File: src/rtl/pwm_duty_controller_pkg.sv
// Shared types for the PWM duty controller: press FSM states, conf payload,
// step-select encoding and the step-size lookup.
package pwm_duty_controller_pkg;

  localparam int unsigned STEP_W = 7;

  typedef enum logic [1:0] {
    ST_IDLE   = 2'd0,
    ST_HOLD   = 2'd1,
    ST_REPEAT = 2'd2,
    ST_LOCK   = 2'd3
  } press_state_e;

  typedef enum logic [1:0] {
    STEP_1  = 2'b00,
    STEP_4  = 2'b01,
    STEP_16 = 2'b10,
    STEP_64 = 2'b11
  } step_sel_e;

  // conf[2] = auto-repeat enable, conf[1:0] = step select
  typedef struct packed {
    logic       rpt_en;
    logic [1:0] step_sel;
  } conf_t;

  // Step magnitude for a step-select code
  function automatic logic [STEP_W-1:0] step_size(input logic [1:0] sel);
    logic [STEP_W-1:0] s;
    case (step_sel_e'(sel))
      STEP_1:  s = STEP_W'(1);
      STEP_4:  s = STEP_W'(4);
      STEP_16: s = STEP_W'(16);
      STEP_64: s = STEP_W'(64);
    endcase
    return s;
  endfunction

endpackage

File: src/rtl/pwm_duty_controller_if.sv
// Button/config inputs and duty outputs of the PWM duty controller.
//   master: drives ena, xu, xd, conf, period_end; observes duty outputs
//   slave : the controller itself
interface pwm_duty_controller_if
  import pwm_duty_controller_pkg::*;
#(
  parameter int unsigned DUTY_W = 8
);
  logic              ena;
  logic              xu;
  logic              xd;
  conf_t             conf;
  logic              period_end;
  logic [DUTY_W-1:0] duty;
  logic [DUTY_W-1:0] duty_pend;
  logic              update;
  logic              at_max;
  logic              at_min;

  modport master (
    output ena, xu, xd, conf, period_end,
    input  duty, duty_pend, update, at_max, at_min
  );

  modport slave (
    input  ena, xu, xd, conf, period_end,
    output duty, duty_pend, update, at_max, at_min
  );
endinterface

File: src/rtl/pwm_btn_debounce.sv
// Button conditioner: 2-FF synchroniser followed by a debounce counter.
//   clk, rst_n : clock, async active-low reset
//   raw        : asynchronous bouncy button
//   level      : debounced level (flips after DEB_CYCLES consecutive
//                synchronised samples that differ from it)
module pwm_btn_debounce #(
  parameter int unsigned DEB_CYCLES = 16
) (
  input  logic clk,
  input  logic rst_n,
  input  logic raw,
  output logic level
);
  localparam int unsigned CNT_W = (DEB_CYCLES > 1) ? $clog2(DEB_CYCLES) : 1;

  logic             sync1;
  logic             sync2;
  logic [CNT_W-1:0] cnt;

  // Synchroniser plus debounce; any sample equal to level restarts the count
  always_ff @(posedge clk or negedge rst_n) begin
    if (!rst_n) begin
      sync1 <= 1'b0;
      sync2 <= 1'b0;
      cnt   <= '0;
      level <= 1'b0;
    end else begin
      sync1 <= raw;
      sync2 <= sync1;
      if (sync2 == level) begin
        cnt <= '0;
      end else if (cnt == CNT_W'(DEB_CYCLES - 1)) begin
        level <= sync2;
        cnt   <= '0;
      end else begin
        cnt <= cnt + 1'b1;
      end
    end
  end

endmodule

File: src/rtl/pwm_duty_controller.sv
// PWM duty controller: conditions the up/down buttons, runs the shared press
// FSM (single step, auto-repeat, lockout), keeps a saturating pending duty and
// publishes it to the PWM core only on a period boundary.
//   clk, rst_n : clock, async active-low reset
//   bus        : slave side of pwm_duty_controller_if
//                (ena, xu, xd, conf, period_end in; duty, duty_pend, update,
//                 at_max, at_min out)
module pwm_duty_controller
  import pwm_duty_controller_pkg::*;
#(
  parameter int unsigned DUTY_W        = 8,
  parameter int unsigned RESET_DUTY    = 128,
  parameter int unsigned DEB_CYCLES    = 16,
  parameter int unsigned REPEAT_DELAY  = 4096,
  parameter int unsigned REPEAT_PERIOD = 1024
) (
  input  logic                  clk,
  input  logic                  rst_n,
  pwm_duty_controller_if.slave  bus
);
  localparam int unsigned SUM_W   = (DUTY_W + 1 > STEP_W) ? DUTY_W + 1 : STEP_W;
  localparam int unsigned RPT_MAX = (REPEAT_DELAY > REPEAT_PERIOD) ? REPEAT_DELAY : REPEAT_PERIOD;
  localparam int unsigned CNT_W   = (RPT_MAX > 1) ? $clog2(RPT_MAX) : 1;

  localparam logic [SUM_W-1:0]  DUTY_MAX   = SUM_W'({DUTY_W{1'b1}});
  localparam logic [DUTY_W-1:0] DUTY_RST   = DUTY_W'(RESET_DUTY);
  localparam logic              RST_AT_MAX = (SUM_W'(DUTY_RST) == DUTY_MAX);
  localparam logic              RST_AT_MIN = (DUTY_RST == '0);

  press_state_e      state;
  logic              dir_up;
  logic [CNT_W-1:0]  cnt;
  logic              dirty;
  logic              up_lvl, dn_lvl;
  logic              up_q, dn_q;
  logic              up_rise, dn_rise;
  logic              act_c, oth_c;
  logic [CNT_W-1:0]  limit_c;
  logic [DUTY_W-1:0] step_val_c;

  // Saturating step, computed with one bit of headroom
  function automatic logic [DUTY_W-1:0] apply_step(input logic [DUTY_W-1:0] cur,
                                                   input logic up,
                                                   input logic [1:0] sel);
    logic [SUM_W-1:0] c;
    logic [SUM_W-1:0] s;
    logic [SUM_W-1:0] r;
    c = SUM_W'(cur);
    s = SUM_W'(step_size(sel));
    if (up) begin
      r = c + s;
      if (r > DUTY_MAX) r = DUTY_MAX;
    end else begin
      r = (s > c) ? '0 : c - s;
    end
    return DUTY_W'(r);
  endfunction

  pwm_btn_debounce #(.DEB_CYCLES(DEB_CYCLES)) u_deb_up (
    .clk   (clk),
    .rst_n (rst_n),
    .raw   (bus.xu),
    .level (up_lvl)
  );

  pwm_btn_debounce #(.DEB_CYCLES(DEB_CYCLES)) u_deb_dn (
    .clk   (clk),
    .rst_n (rst_n),
    .raw   (bus.xd),
    .level (dn_lvl)
  );

  assign up_rise = up_lvl & ~up_q;
  assign dn_rise = dn_lvl & ~dn_q;

  // Active/other button, repeat interval and the candidate stepped value
  always_comb begin
    act_c      = dir_up ? up_lvl : dn_lvl;
    oth_c      = dir_up ? dn_lvl : up_lvl;
    limit_c    = (state == ST_HOLD) ? CNT_W'(REPEAT_DELAY - 1) : CNT_W'(REPEAT_PERIOD - 1);
    step_val_c = apply_step(bus.duty_pend, (state == ST_IDLE) ? up_rise : dir_up,
                            bus.conf.step_sel);
  end

  // Press FSM, pending duty and period-boundary publish
  always_ff @(posedge clk or negedge rst_n) begin
    if (!rst_n) begin
      state         <= ST_IDLE;
      dir_up        <= 1'b0;
      cnt           <= '0;
      dirty         <= 1'b0;
      up_q          <= 1'b0;
      dn_q          <= 1'b0;
      bus.duty      <= DUTY_RST;
      bus.duty_pend <= DUTY_RST;
      bus.update    <= 1'b0;
      bus.at_max    <= RST_AT_MAX;
      bus.at_min    <= RST_AT_MIN;
    end else begin
      up_q       <= up_lvl;
      dn_q       <= dn_lvl;
      bus.update <= 1'b0;

      // Publish takes the pre-step value; a same-cycle step re-sets dirty below
      if (bus.period_end && dirty) begin
        bus.duty   <= bus.duty_pend;
        bus.update <= 1'b1;
        dirty      <= 1'b0;
      end

      if (!bus.ena) begin
        state <= ST_IDLE;
        cnt   <= '0;
      end else begin
        unique case (state)
          ST_IDLE: begin
            cnt <= '0;
            if (up_rise && dn_rise) begin
              state <= ST_LOCK;
            end else if ((up_rise && !dn_lvl) || (dn_rise && !up_lvl)) begin
              dir_up        <= up_rise;
              state         <= ST_HOLD;
              bus.duty_pend <= step_val_c;
              bus.at_max    <= (SUM_W'(step_val_c) == DUTY_MAX);
              bus.at_min    <= (step_val_c == '0);
              if (step_val_c != bus.duty_pend) dirty <= 1'b1;
            end else if (up_lvl || dn_lvl) begin
              // A level already high without a fresh edge (e.g. ena just rose)
              state <= ST_LOCK;
            end
          end
          ST_HOLD, ST_REPEAT: begin
            if (oth_c) begin
              state <= ST_LOCK;
              cnt   <= '0;
            end else if (!act_c) begin
              state <= ST_IDLE;
              cnt   <= '0;
            end else if (bus.conf.rpt_en) begin
              if (cnt == limit_c) begin
                cnt           <= '0;
                state         <= ST_REPEAT;
                bus.duty_pend <= step_val_c;
                bus.at_max    <= (SUM_W'(step_val_c) == DUTY_MAX);
                bus.at_min    <= (step_val_c == '0);
                if (step_val_c != bus.duty_pend) dirty <= 1'b1;
              end else begin
                cnt <= cnt + 1'b1;
              end
            end
          end
          ST_LOCK: begin
            if (!up_lvl && !dn_lvl) state <= ST_IDLE;
          end
        endcase
      end
    end
  end

endmodule

File: src/flat_wrapper.sv
// flat-port wrapper written by rule: the top's interface ports become plain ports
module pwm_duty_controller_flat import pwm_duty_controller_pkg::*;
#(
  parameter int unsigned DUTY_W        = 8,
  parameter int unsigned RESET_DUTY    = 128,
  parameter int unsigned DEB_CYCLES    = 16,
  parameter int unsigned REPEAT_DELAY  = 4096,
  parameter int unsigned REPEAT_PERIOD = 1024
)
  (clk, rst_n, bus_ena, bus_xu, bus_xd, bus_conf, bus_period_end, bus_duty, bus_duty_pend, bus_update, bus_at_max, bus_at_min);
  pwm_duty_controller_if #(.DUTY_W(DUTY_W)) bus_i ();
  input  logic clk;
  input  logic rst_n;
  input wire logic [$bits(bus_i.ena)-1:0] bus_ena;
  input wire logic [$bits(bus_i.xu)-1:0] bus_xu;
  input wire logic [$bits(bus_i.xd)-1:0] bus_xd;
  input wire logic [$bits(bus_i.conf)-1:0] bus_conf;
  input wire logic [$bits(bus_i.period_end)-1:0] bus_period_end;
  output wire logic [$bits(bus_i.duty)-1:0] bus_duty;
  output wire logic [$bits(bus_i.duty_pend)-1:0] bus_duty_pend;
  output wire logic [$bits(bus_i.update)-1:0] bus_update;
  output wire logic [$bits(bus_i.at_max)-1:0] bus_at_max;
  output wire logic [$bits(bus_i.at_min)-1:0] bus_at_min;
  assign bus_i.ena = bus_ena;
  assign bus_i.xu = bus_xu;
  assign bus_i.xd = bus_xd;
  assign bus_i.conf = bus_conf;
  assign bus_i.period_end = bus_period_end;
  assign bus_duty = bus_i.duty;
  assign bus_duty_pend = bus_i.duty_pend;
  assign bus_update = bus_i.update;
  assign bus_at_max = bus_i.at_max;
  assign bus_at_min = bus_i.at_min;
  pwm_duty_controller #(.DUTY_W(DUTY_W), .RESET_DUTY(RESET_DUTY), .DEB_CYCLES(DEB_CYCLES), .REPEAT_DELAY(REPEAT_DELAY), .REPEAT_PERIOD(REPEAT_PERIOD)) u_core (.clk(clk), .rst_n(rst_n), .bus(bus_i));
endmodule
File: config.mk
export PLATFORM = sky130hd
export DESIGN_NAME = pwm_duty_controller_flat
export DESIGN_NICKNAME = d
export VERILOG_FILES = /design/src/rtl/pwm_duty_controller_pkg.sv /design/src/rtl/pwm_duty_controller_if.sv /design/src/rtl/pwm_btn_debounce.sv /design/src/rtl/pwm_duty_controller.sv /design/src/flat_wrapper.sv
export SDC_FILE = /design/constraint.sdc
export NUM_CORES = 1
export LEC_CHECK = 0
export ABC_AREA = 0
export BUFFER_PORTS_ARGS = -buffer_cell sky130_fd_sc_hd__buf_2
export CORE_AREA = 5 5 67 115
export CTS_BUF_LIST = sky130_fd_sc_hd__clkbuf_8
export CTS_CLUSTER_DIAMETER = 80
export DETAILED_ROUTE_END_ITERATION = 12
export DIE_AREA = 0 0 72 120
export GPL_ROUTABILITY_DRIVEN = 0
export GPL_TIMING_DRIVEN = 0
export PLACE_DENSITY = 0.67
export SLEW_MARGIN = 5
export SYNTH_ARGS = -nofsm -noshare
export SYNTH_HDL_FRONTEND = slang
export SYNTH_HIERARCHICAL = 1
export SYNTH_SLANG_ARGS = --single-unit
File: constraint.sdc
create_clock -name clk -period 5.05 [get_ports clk]
set_clock_uncertainty 0.15 [all_clocks]
set_input_delay 0.2525 -clock clk [delete_from_list [all_inputs] [get_ports clk]]
set_output_delay 0.2525 -clock clk [all_outputs]
set_load 0.01 [all_outputs]
Word level (Yosys, flattened, before mapping):

Index checks and enable logic that the tools add are counted.

* equal/unequal tests: 24
* magnitude comparators: 2
* bitwise gates (word level): 7
* muxes and demuxes: 60
* reductions and logical operators: 20
* add/sub/neg operators: 5

Operator list (count)
* $mux 12: 6
* $mux 8: 9
* $pmux 7 s4: 1
* $mux 1: 25
* $pmux 12 s2: 1
* $mux 2: 9
* $mux 4: 4
* $pmux 8 s2: 1
* $ne 5x5->1 const B: 3
* $add 12x1->12 const B: 1
* $eq 12x12->1: 1
* $add 8x7->9: 1
* $gt 9x8->1 const B: 1
* $add 4x1->4 const B: 2
* $eq 2x2->1 const B: 4
* $eq 4x4->1 const B: 2
* $eq 8x8->1 const B: 1
* $gt 7x8->1: 1
* $logic_not 8->1: 1
* $ne 2x2->1 const B: 4
* $ne 8x8->1: 1
* $reduce_and 4->1: 2
* $reduce_and 8->1: 1
* $sub 8x7->8: 1
* other kinds (16): 35

* word-level logic and storage cells: 137
* input port bits: 9
* register bits: 51
* output and inout bits: 19

Logic depth before layout (Yosys ltp):

Gate-level depths: netlist (run 1).

* depth after elaboration: 14
* mapped depth: 11
* depth with buffers taken out: 10

Modules after synthesis:

The synthesis (run 1) kept the hierarchy.

Modules (own cells, without submodules)
* pwm_duty_controller: cells each 306, area an instance 2651.3 um^2, seq. area each 928.4 um^2, times used 1
* pwm_btn_debounce: cells each 20, area an instance 280.3 um^2, seq. area each 175.2 um^2, times used 2

Least setup slack after synthesis (run 1):

Ideal clock, no wire load.

* kind: flip-flop to flip-flop
* start: reg u_core.bus.duty_pend[4]
* end: reg u_core.dirty
* stages on the path, launching flop included: 10
* buffers on the path: 1
* setup slack: 2.344 ns
* data arrival time: 2.420 ns
* library setup time: 0.136 ns
* clock period less this slack: 2.706 ns
* data required time: 4.764 ns
* path through: dfrtp_1 ha_1 buf_2 nor2b_1 o221a_2 o21ai_0 a211o_2 xnor2_1 a2111oi_0 a31oi_1

* cells in the longest elaborated chain, start to end: 12
* elaborated cells on any way between the ends: 17
* those cells by class: add/sub: 2; order compare: 2; eq/ne: 1; mux: 12

Ends and longest elaborated chain
* start: declaration: RTL line pwm_duty_controller_if.sv:27 `output duty, duty_pend, update, at_max, at_min`
* start signal: assignment: RTL line pwm_duty_controller.sv:123 `bus.duty_pend <= step_val_c;`
* start signal: assignment: RTL line pwm_duty_controller.sv:143 `bus.duty_pend <= step_val_c;`
* $add 8x7->9: RTL line pwm_duty_controller.sv:51 `r = c + s;`
* $gt 9x8->1: RTL line pwm_duty_controller.sv:52 `if (r > DUTY_MAX) r = DUTY_MAX;`
* $mux 8: RTL line pwm_duty_controller.sv:52
* $mux 8: RTL line pwm_duty_controller.sv:50 `if (up) begin`
* $ne 8x8->1 (*): RTL line pwm_duty_controller.sv:126, pwm_duty_controller.sv:146
* $mux 1 (*): RTL line pwm_duty_controller.sv:126, pwm_duty_controller.sv:146
* $mux 1: RTL line pwm_duty_controller.sv:140 `if (cnt == limit_c) begin`
* $mux 1: RTL line pwm_duty_controller.sv:139 `end else if (bus.conf.rpt_en) begin`
* $mux 1: RTL line pwm_duty_controller.sv:136 `end else if (!act_c) begin`
* $mux 1: RTL line pwm_duty_controller.sv:133 `if (oth_c) begin`
* $pmux 1 s2 (*): RTL line pwm_duty_controller.sv:115 `unique case (state)`
* $mux 1 (*): RTL line pwm_duty_controller.sv:111 `if (!bus.ena) begin`
* end signal: assignment: RTL line pwm_duty_controller.sv:108 `dirty <= 1'b0;`
* end signal: assignment: RTL line pwm_duty_controller.sv:126 `if (step_val_c != bus.duty_pend) dirty <= 1'b1;`
* end signal: assignment: RTL line pwm_duty_controller.sv:146 `if (step_val_c != bus.duty_pend) dirty <= 1'b1;`
* end: declaration: RTL line pwm_duty_controller.sv:33 `logic dirty;`

Mark *: on every way between the ends. The rest lies on a longest branch, timed or not.
A chain may end at the register's enable or synchronous reset.

Final worst setup path (run 1):

* start: reg u_core.bus.duty_pend[2]
* end: reg u_core.dirty

The elaborated chain is that of the path after synthesis.

==> flow_summary.json, run 1 <==
{
  "detail-route-antenna-nets": 0,
  "p_int_uw": 884,
  "synth_cell_type_count": 64,
  "synthCells": 346,
  "cts_buffer_depth": 2,
  "place_inst": 457,
  "vias": 2648,
  "drt-total-wl_um": 7320,
  "swShare_pct": 40.1,
  "die-area_um2": 8640,
  "critPathTopFamily": "compound AO/OA/AOI/OAI gates",
  "rsz0062_at_grt": "false",
  "hold_ws_ns": -0.0124,
  "violations": "negative hold slack",
  "cp-end-kind": "register",
  "grt_remaining_overflow": 0,
  "syn_area_per_cell_um2": 9.28,
  "synth_edf_count": 0,
  "firstDrtPassIters": 5,
  "dieHeight_um": 120,
  "wire_per_inst_um": 15.7,
  "yosysWarnings": 6,
  "ys_seq_elements": 51,
  "post_cts_resized": 0,
  "async_reset_ff_share_pct": 100,
  "finalSetupViolCount": 0,
  "htree_levels": 2,
  "finalCriticalPeriod_ns": 3.09,
  "io_buffers": 27,
  "antenna_found_initial": 0,
  "hold_viol_final": 14,
  "irDropWorstVdd_mv": 0.285,
  "cp.required_ns": 5.08,
  "worstPathCellList": "ha_1 > nor2b_1 > o221a_2 > o21ai_0 > a211o_2 > xnor2_1 > a2111oi_0 > a31oi_1",
  "ys_dominant_reg_cell": "dfrtp_1",
  "clk_latency_ns": 0.32,
  "switchingPower_uw": 591,
  "worst_pin_slew_ns": 1.11,
  "cap_violations": 0,
  "layout_commonest_cell": "dfrtp_1",
  "layout-drive-gt1-share_pct": 19.6,
  "slew_viol_final": 0,
  "core_um2": 6710,
  "slowest_delay_ns": 0.51,
  "cts_tree": "yes",
  "vias_per_cell": 5.67,
  "grt_util_all_layers_pct": 17.9,
  "critPathSlowestCell": "dfrtp_1",
  "fin_cells": 467,
  "grt_pass1_wl_um": 12000,
  "rr_worst_depth": 8,
  "clkPwrFrac_pct": 19.4,
  "initial_utilization_pct": 47.9,
  "boundaryPins": 28,
  "drc": 0,
  "combinationalPowerShare_pct": 46.8,
  "synthesis.nets": 372,
  "power_density_nw_per_um2": 411,
  "path_clk_slew_ns": 0.10,
  "seqPwrFrac_pct": 33.8,
  "grt_max_degree": 52,
  "cp-start-kind": "register",
  "core.rowCount": 40,
  "power_uw": 1470,
  "grt_pass1_vias": 2600,
  "die_w_um": 72,
  "slew_headroom_pct": 26.1,
  "cp.depth": 8,
  "n_antenna_cell": 0,
  "cts_sinks": 51,
  "min-delay-path-class": "input pin to async pin",
  "fmax_ghz": 0.324,
  "netlist_area_um2": 3210,
  "dp_hpwl_um": 5550,
  "cts_setup_buffers": 0,
  "final_cell_mix": "49 x dfrtp_1, 45 x o21ai_0, 39 x nand2_1",
  "arrival_ns": 3.12,
  "crit_buf_inv": 0,
  "nNetsFinal": 408,
  "syn2layout_area_growth_pct": 11.6,
  "critPathMaxFanout": 8,
  "drtIter0Drc": 134,
  "yosysSeqAreaShare_pct": 39.8,
  "status": "complete, but fails checks",
  "tns_ns": 0,
  "cts_buffers": 5,
  "setup.worst_path.class": "register to register",
  "fin_crit_sh_pct": 61.1,
  "root_buffer": "clkbuf_8",
  "power_leakage_uw": 0.00171
}
## layout make-up
| class | instances | area, um2 |
|---|---|---|
| Inverter | 17 | 63.8 |
| Clock inverter | 3 | 43.8 |
| Multi-Input combinational cell | 268 | 1810 |
| Sequential cell | 51 | 1280 |
| Buffer | 10 | 62.6 |
| Fill cell | 639 | 3120 |
| Clock buffer | 5 | 68.8 |
| Tap cell | 84 | 105 |
| Timing Repair Buffer | 29 | 155 |
## repair_timing
action,4_1_cts,5_1_grt
endpoints found under the hold margin,2,0
setup endpoints to repair,0,0
hold buffers,2,0
## power groups by stage
stage          Combinational (uW)  Sequential, uW  Clock, uW
2_1_floorplan                 500             506          0
3_3_place_gp                  678             506          0
3_5_place_dp                  681             508          0
4_1_cts                       687             500        299
5_1_grt                       759             506        313
6_report                      690             499        286
## cell families (layout without fill, tap and decap cells)
| group | count (synthesis) | in the layout | synth area share (%) |
|---|---|---|---|
| compound gates | 99 | 99 | 19.9 |
| xor+xnor | 11 | 11 | 3.00 |
| fa+ha+maj | 17 | 17 | 6.62 |
| buf+inv | 27 | 64 | 3.93 |
| flops | 51 | 51 | 39.8 |
| mux | 14 | 14 | 5.06 |
| simple gates | 127 | 127 | 21.7 |
## cell usage after synthesis (4+ instances only)
cell type | n | area [um2]
a211o_1 | 4 | 35.0
a21oi_1 | 14 | 70.1
and3_1 | 7 | 43.8
clkbuf_1 | 5 | 18.8
dfrtp_1 | 49 | 1230
ha_1 | 17 | 213
inv_1 | 17 | 63.8
mux2_2 | 10 | 113
nand2_1 | 39 | 146
nand2b_1 | 8 | 50.1
nand3_1 | 8 | 40.0
nor2_1 | 23 | 86.3
nor2b_1 | 8 | 50.1
nor3_1 | 4 | 20.0
o21a_1 | 4 | 30.0
o21ai_0 | 45 | 225
or2_2 | 4 | 25.0
xnor2_1 | 10 | 87.6
## flip-flops by register name, indices dropped and copies added, names as in the netlist, 2 cells and up
name,flops
u_core/cnt,12
u_core/bus.duty,8
u_core/bus.duty_pend,8
u_core/u_deb_dn/cnt,4
u_core/u_deb_up/cnt,4
u_core/state,2
## path summary, 6_finish.rpt
kind | slack (ns) | to | startpoint
worst max-delay path | 1.96 | u_core/dirty | u_core/bus.duty_pend[2]
worst min-delay path | -0.01 | u_core/u_deb_up/cnt[0] | rst_n
worst max register to register | 1.96 | u_core/dirty | u_core/bus.duty_pend[2]
worst min register to register | 0.21 | u_core/u_deb_dn/sync2 | u_core/u_deb_dn/sync1
max in group asynchronous | 4.07 | u_core/bus.duty_pend[6] | rst_n
min in group clk | 0.12 | u_core/state[0] | bus_ena
## routing by layer
layer	wire length (um)	vias up	global-route usage, %
li1	-	1313	-
met1	2740	1240	18.8
met2	3940	71	31.9
met3	264	24	2.77
met4	378	0	11.6
met5	0	-	0
## per-stage QoR
| stage | worst slack (ns) | utilization, % | instance area (um2) |
|---|---|---|---|
| finish | 1.96 | 53.5 | 3580 |
| global route | 1.75 | 53.5 | 3580 |
| CTS | 1.98 | 53.5 | 3580 |
| detailed placement | 2.03 | 51.5 | 3450 |
| global placement | 2.05 | 51.5 | 3450 |
| floorplan | 2.34 | - | 3210 |
No activity file was read; power rests on OpenSTA's default activity.
==> inputs of run 2 (changes only) <==
- clock period: 5.05 -> 2.86 ns (I/O delays scaled with it)
==> flow_summary.json, run 2 (same netlist as run 1, synthesis figures left out) <==
{
  "swShare_pct": 39.7,
  "rr_worst_depth": 10,
  "wire_per_inst_um": 15.7,
  "root_buffer": "clkbuf_8",
  "hold_end": "u_core/bus.duty[2]",
  "switchingPower_uw": 1090,
  "fin_crit_sh_pct": 97.0,
  "cts_tree": "yes",
  "cts_buffers": 5,
  "path_clk_slew_ns": 0.09,
  "final_cell_mix": "46 x dfrtp_1, 44 x o21ai_0, 38 x nand2_1",
  "dieHeight_um": 120,
  "arrival_ns": 2.82,
  "cap_violations": 0,
  "status": "complete, no violations",
  "combinationalPowerShare_pct": 49.7,
  "r2r_start": "u_core/bus.duty_pend[4]",
  "die-area_um2": 8640,
  "boundaryPins": 28,
  "core.rowCount": 40,
  "cp.required_ns": 2.90,
  "finalSetupViolCount": 0,
  "worst_pin_slew_ns": 1.10,
  "p_int_uw": 1660,
  "antenna_found_initial": 0,
  "nNetsFinal": 416,
  "slew_headroom_pct": 26.5,
  "vias_per_cell": 5.63,
  "grt_remaining_overflow": 0,
  "power_leakage_uw": 0.00175,
  "htree_levels": 2,
  "reg.largest.list": "u_core/cnt (12), u_core/bus.duty (8), u_core/bus.duty_pend (8)",
  "fmax_ghz": 0.360,
  "firstDrtPassIters": 4,
  "grt_pass1_wl_um": 11900,
  "layout_commonest_cell": "dfrtp_1",
  "io_buffers": 27,
  "die_w_um": 72,
  "final_area_um2": 3710,
  "reg2reg_slack_ns": 0.08,
  "grt_pass1_vias": 2603,
  "detail-route-antenna-nets": 0,
  "pre_cts_ws_ns": -0.129,
  "drt-total-wl_um": 7450,
  "clk_latency_ns": 0.32,
  "layout-drive-gt1-share_pct": 24.6,
  "cp-start-kind": "register",
  "initial_utilization_pct": 47.9,
  "cp-end-kind": "register",
  "fill_cells": 632,
  "critPathMaxFanout": 10,
  "syn2layout_area_growth_pct": 15.5,
  "r2r_end": "u_core/dirty",
  "slew_viol_final": 0,
  "drtIter0Drc": 145,
  "hold_viol_final": 0,
  "seqPwrFrac_pct": 32.0,
  "power_uw": 2750,
  "regMostFlops": "u_core/cnt",
  "cts_buffer_depth": 2,
  "whs_path_depth": 3,
  "setup.worst_path.class": "register to register",
  "min_from": "bus_period_end",
  "drc": 0,
  "irDropWorstVdd_mv": 0.533,
  "grt_util_all_layers_pct": 17.8,
  "n_antenna_cell": 0,
  "cts_sinks": 51,
  "fin_util_pct": 55.3,
  "core_um2": 6710,
  "vias": 2673,
  "clkPwrFrac_pct": 18.4,
  "placed_area_um2": 3450,
  "min-delay-path-class": "input pin to register",
  "finalCriticalPeriod_ns": 2.78,
  "largest_register_ffs": 12,
  "worst_slack_ns": 0.0848,
  "power_density_nw_per_um2": 741,
  "tns_ns": 0,
  "grt_max_degree": 52,
  "dp_hpwl_um": 5550
}
-- run 2: cell count changes in the layout (fill, tap and decap cells not counted), sizes merged --
cell and change:
buf +5, clkbuf +1, dlygate4sd3 +2
-- run 2: cell type report --
cell class	instances	area (um2)	area share, %
buffer	10	66.3	1.79
sequential	51	1280	34.6
inverter	17	63.8	1.72
multi-input combinational	268	1860	50.1
tap	84	105	2.83
timing repair buffer	37	220	5.94
clock buffer	5	68.8	1.86
clock inverter	3	43.8	1.18
-- run 2: critical path, cell delays in order, from the launching register on --
cell      delay (ns)
dfrtp_2         0.47
ha_1            0.29
buf_2           0.23
nor2b_4         0.09
o221ai_2        0.23
nand2_2         0.16
o211ai_1        0.43
buf_4           0.19
xnor2_1         0.05
nor3_1          0.22
a31oi_1         0.13
-- run 2: power by group through the flow --
stage	Sequential [uW]	Clock, uW	Combinational, uW
final	879	506	1370
after detailed placement	897	0	1200
after CTS	886	529	1230
after floorplan	894	0	883
after global routing	892	553	1500
after global placement	894	0	1200
-- run 2: worst max path at each step --
stage	from	end	depth (start not counted)	slack [ns]
finish	u_core/bus.duty_pend[4]	u_core/dirty	10	0.08
CTS	u_core/bus.duty_pend[0]	u_core/dirty	10	0.02
floorplan	u_core/bus.duty_pend[4]	u_core/dirty	9	0.15
global placement	u_core/bus.duty_pend[2]	u_core/dirty	8	-0.14
detailed placement	u_core/bus.duty_pend[2]	u_core/dirty	8	-0.13
global route	u_core/bus.duty_pend[0]	u_core/dirty	11	-0.01
-- run 2: timing repair --
action                                 4_1_cts  5_1_grt
endpoints found under the hold margin       53        0
setup endpoints to repair                    3        3
resized for setup                            9       11
buffers inserted                             0        6
hold buffers                                 4        0
pin swaps                                    1        4
-- run 2: through the flow --
stage,std cells,hold WS [ns]
floorplan,346,-0.303
global placement,457,0.104
detailed placement,457,0.106
CTS,469,0.0971
global route,475,0.119
finish,475,0.109
-- run 2: per-layer routing --
layer	track usage, %	vias up	part of all wire [%]
li1	-	1331	-
met1	18.5	1257	37
met2	32.0	65	55
met3	2.85	20	3.7
met4	11.5	0	4.4
met5	0	-	0
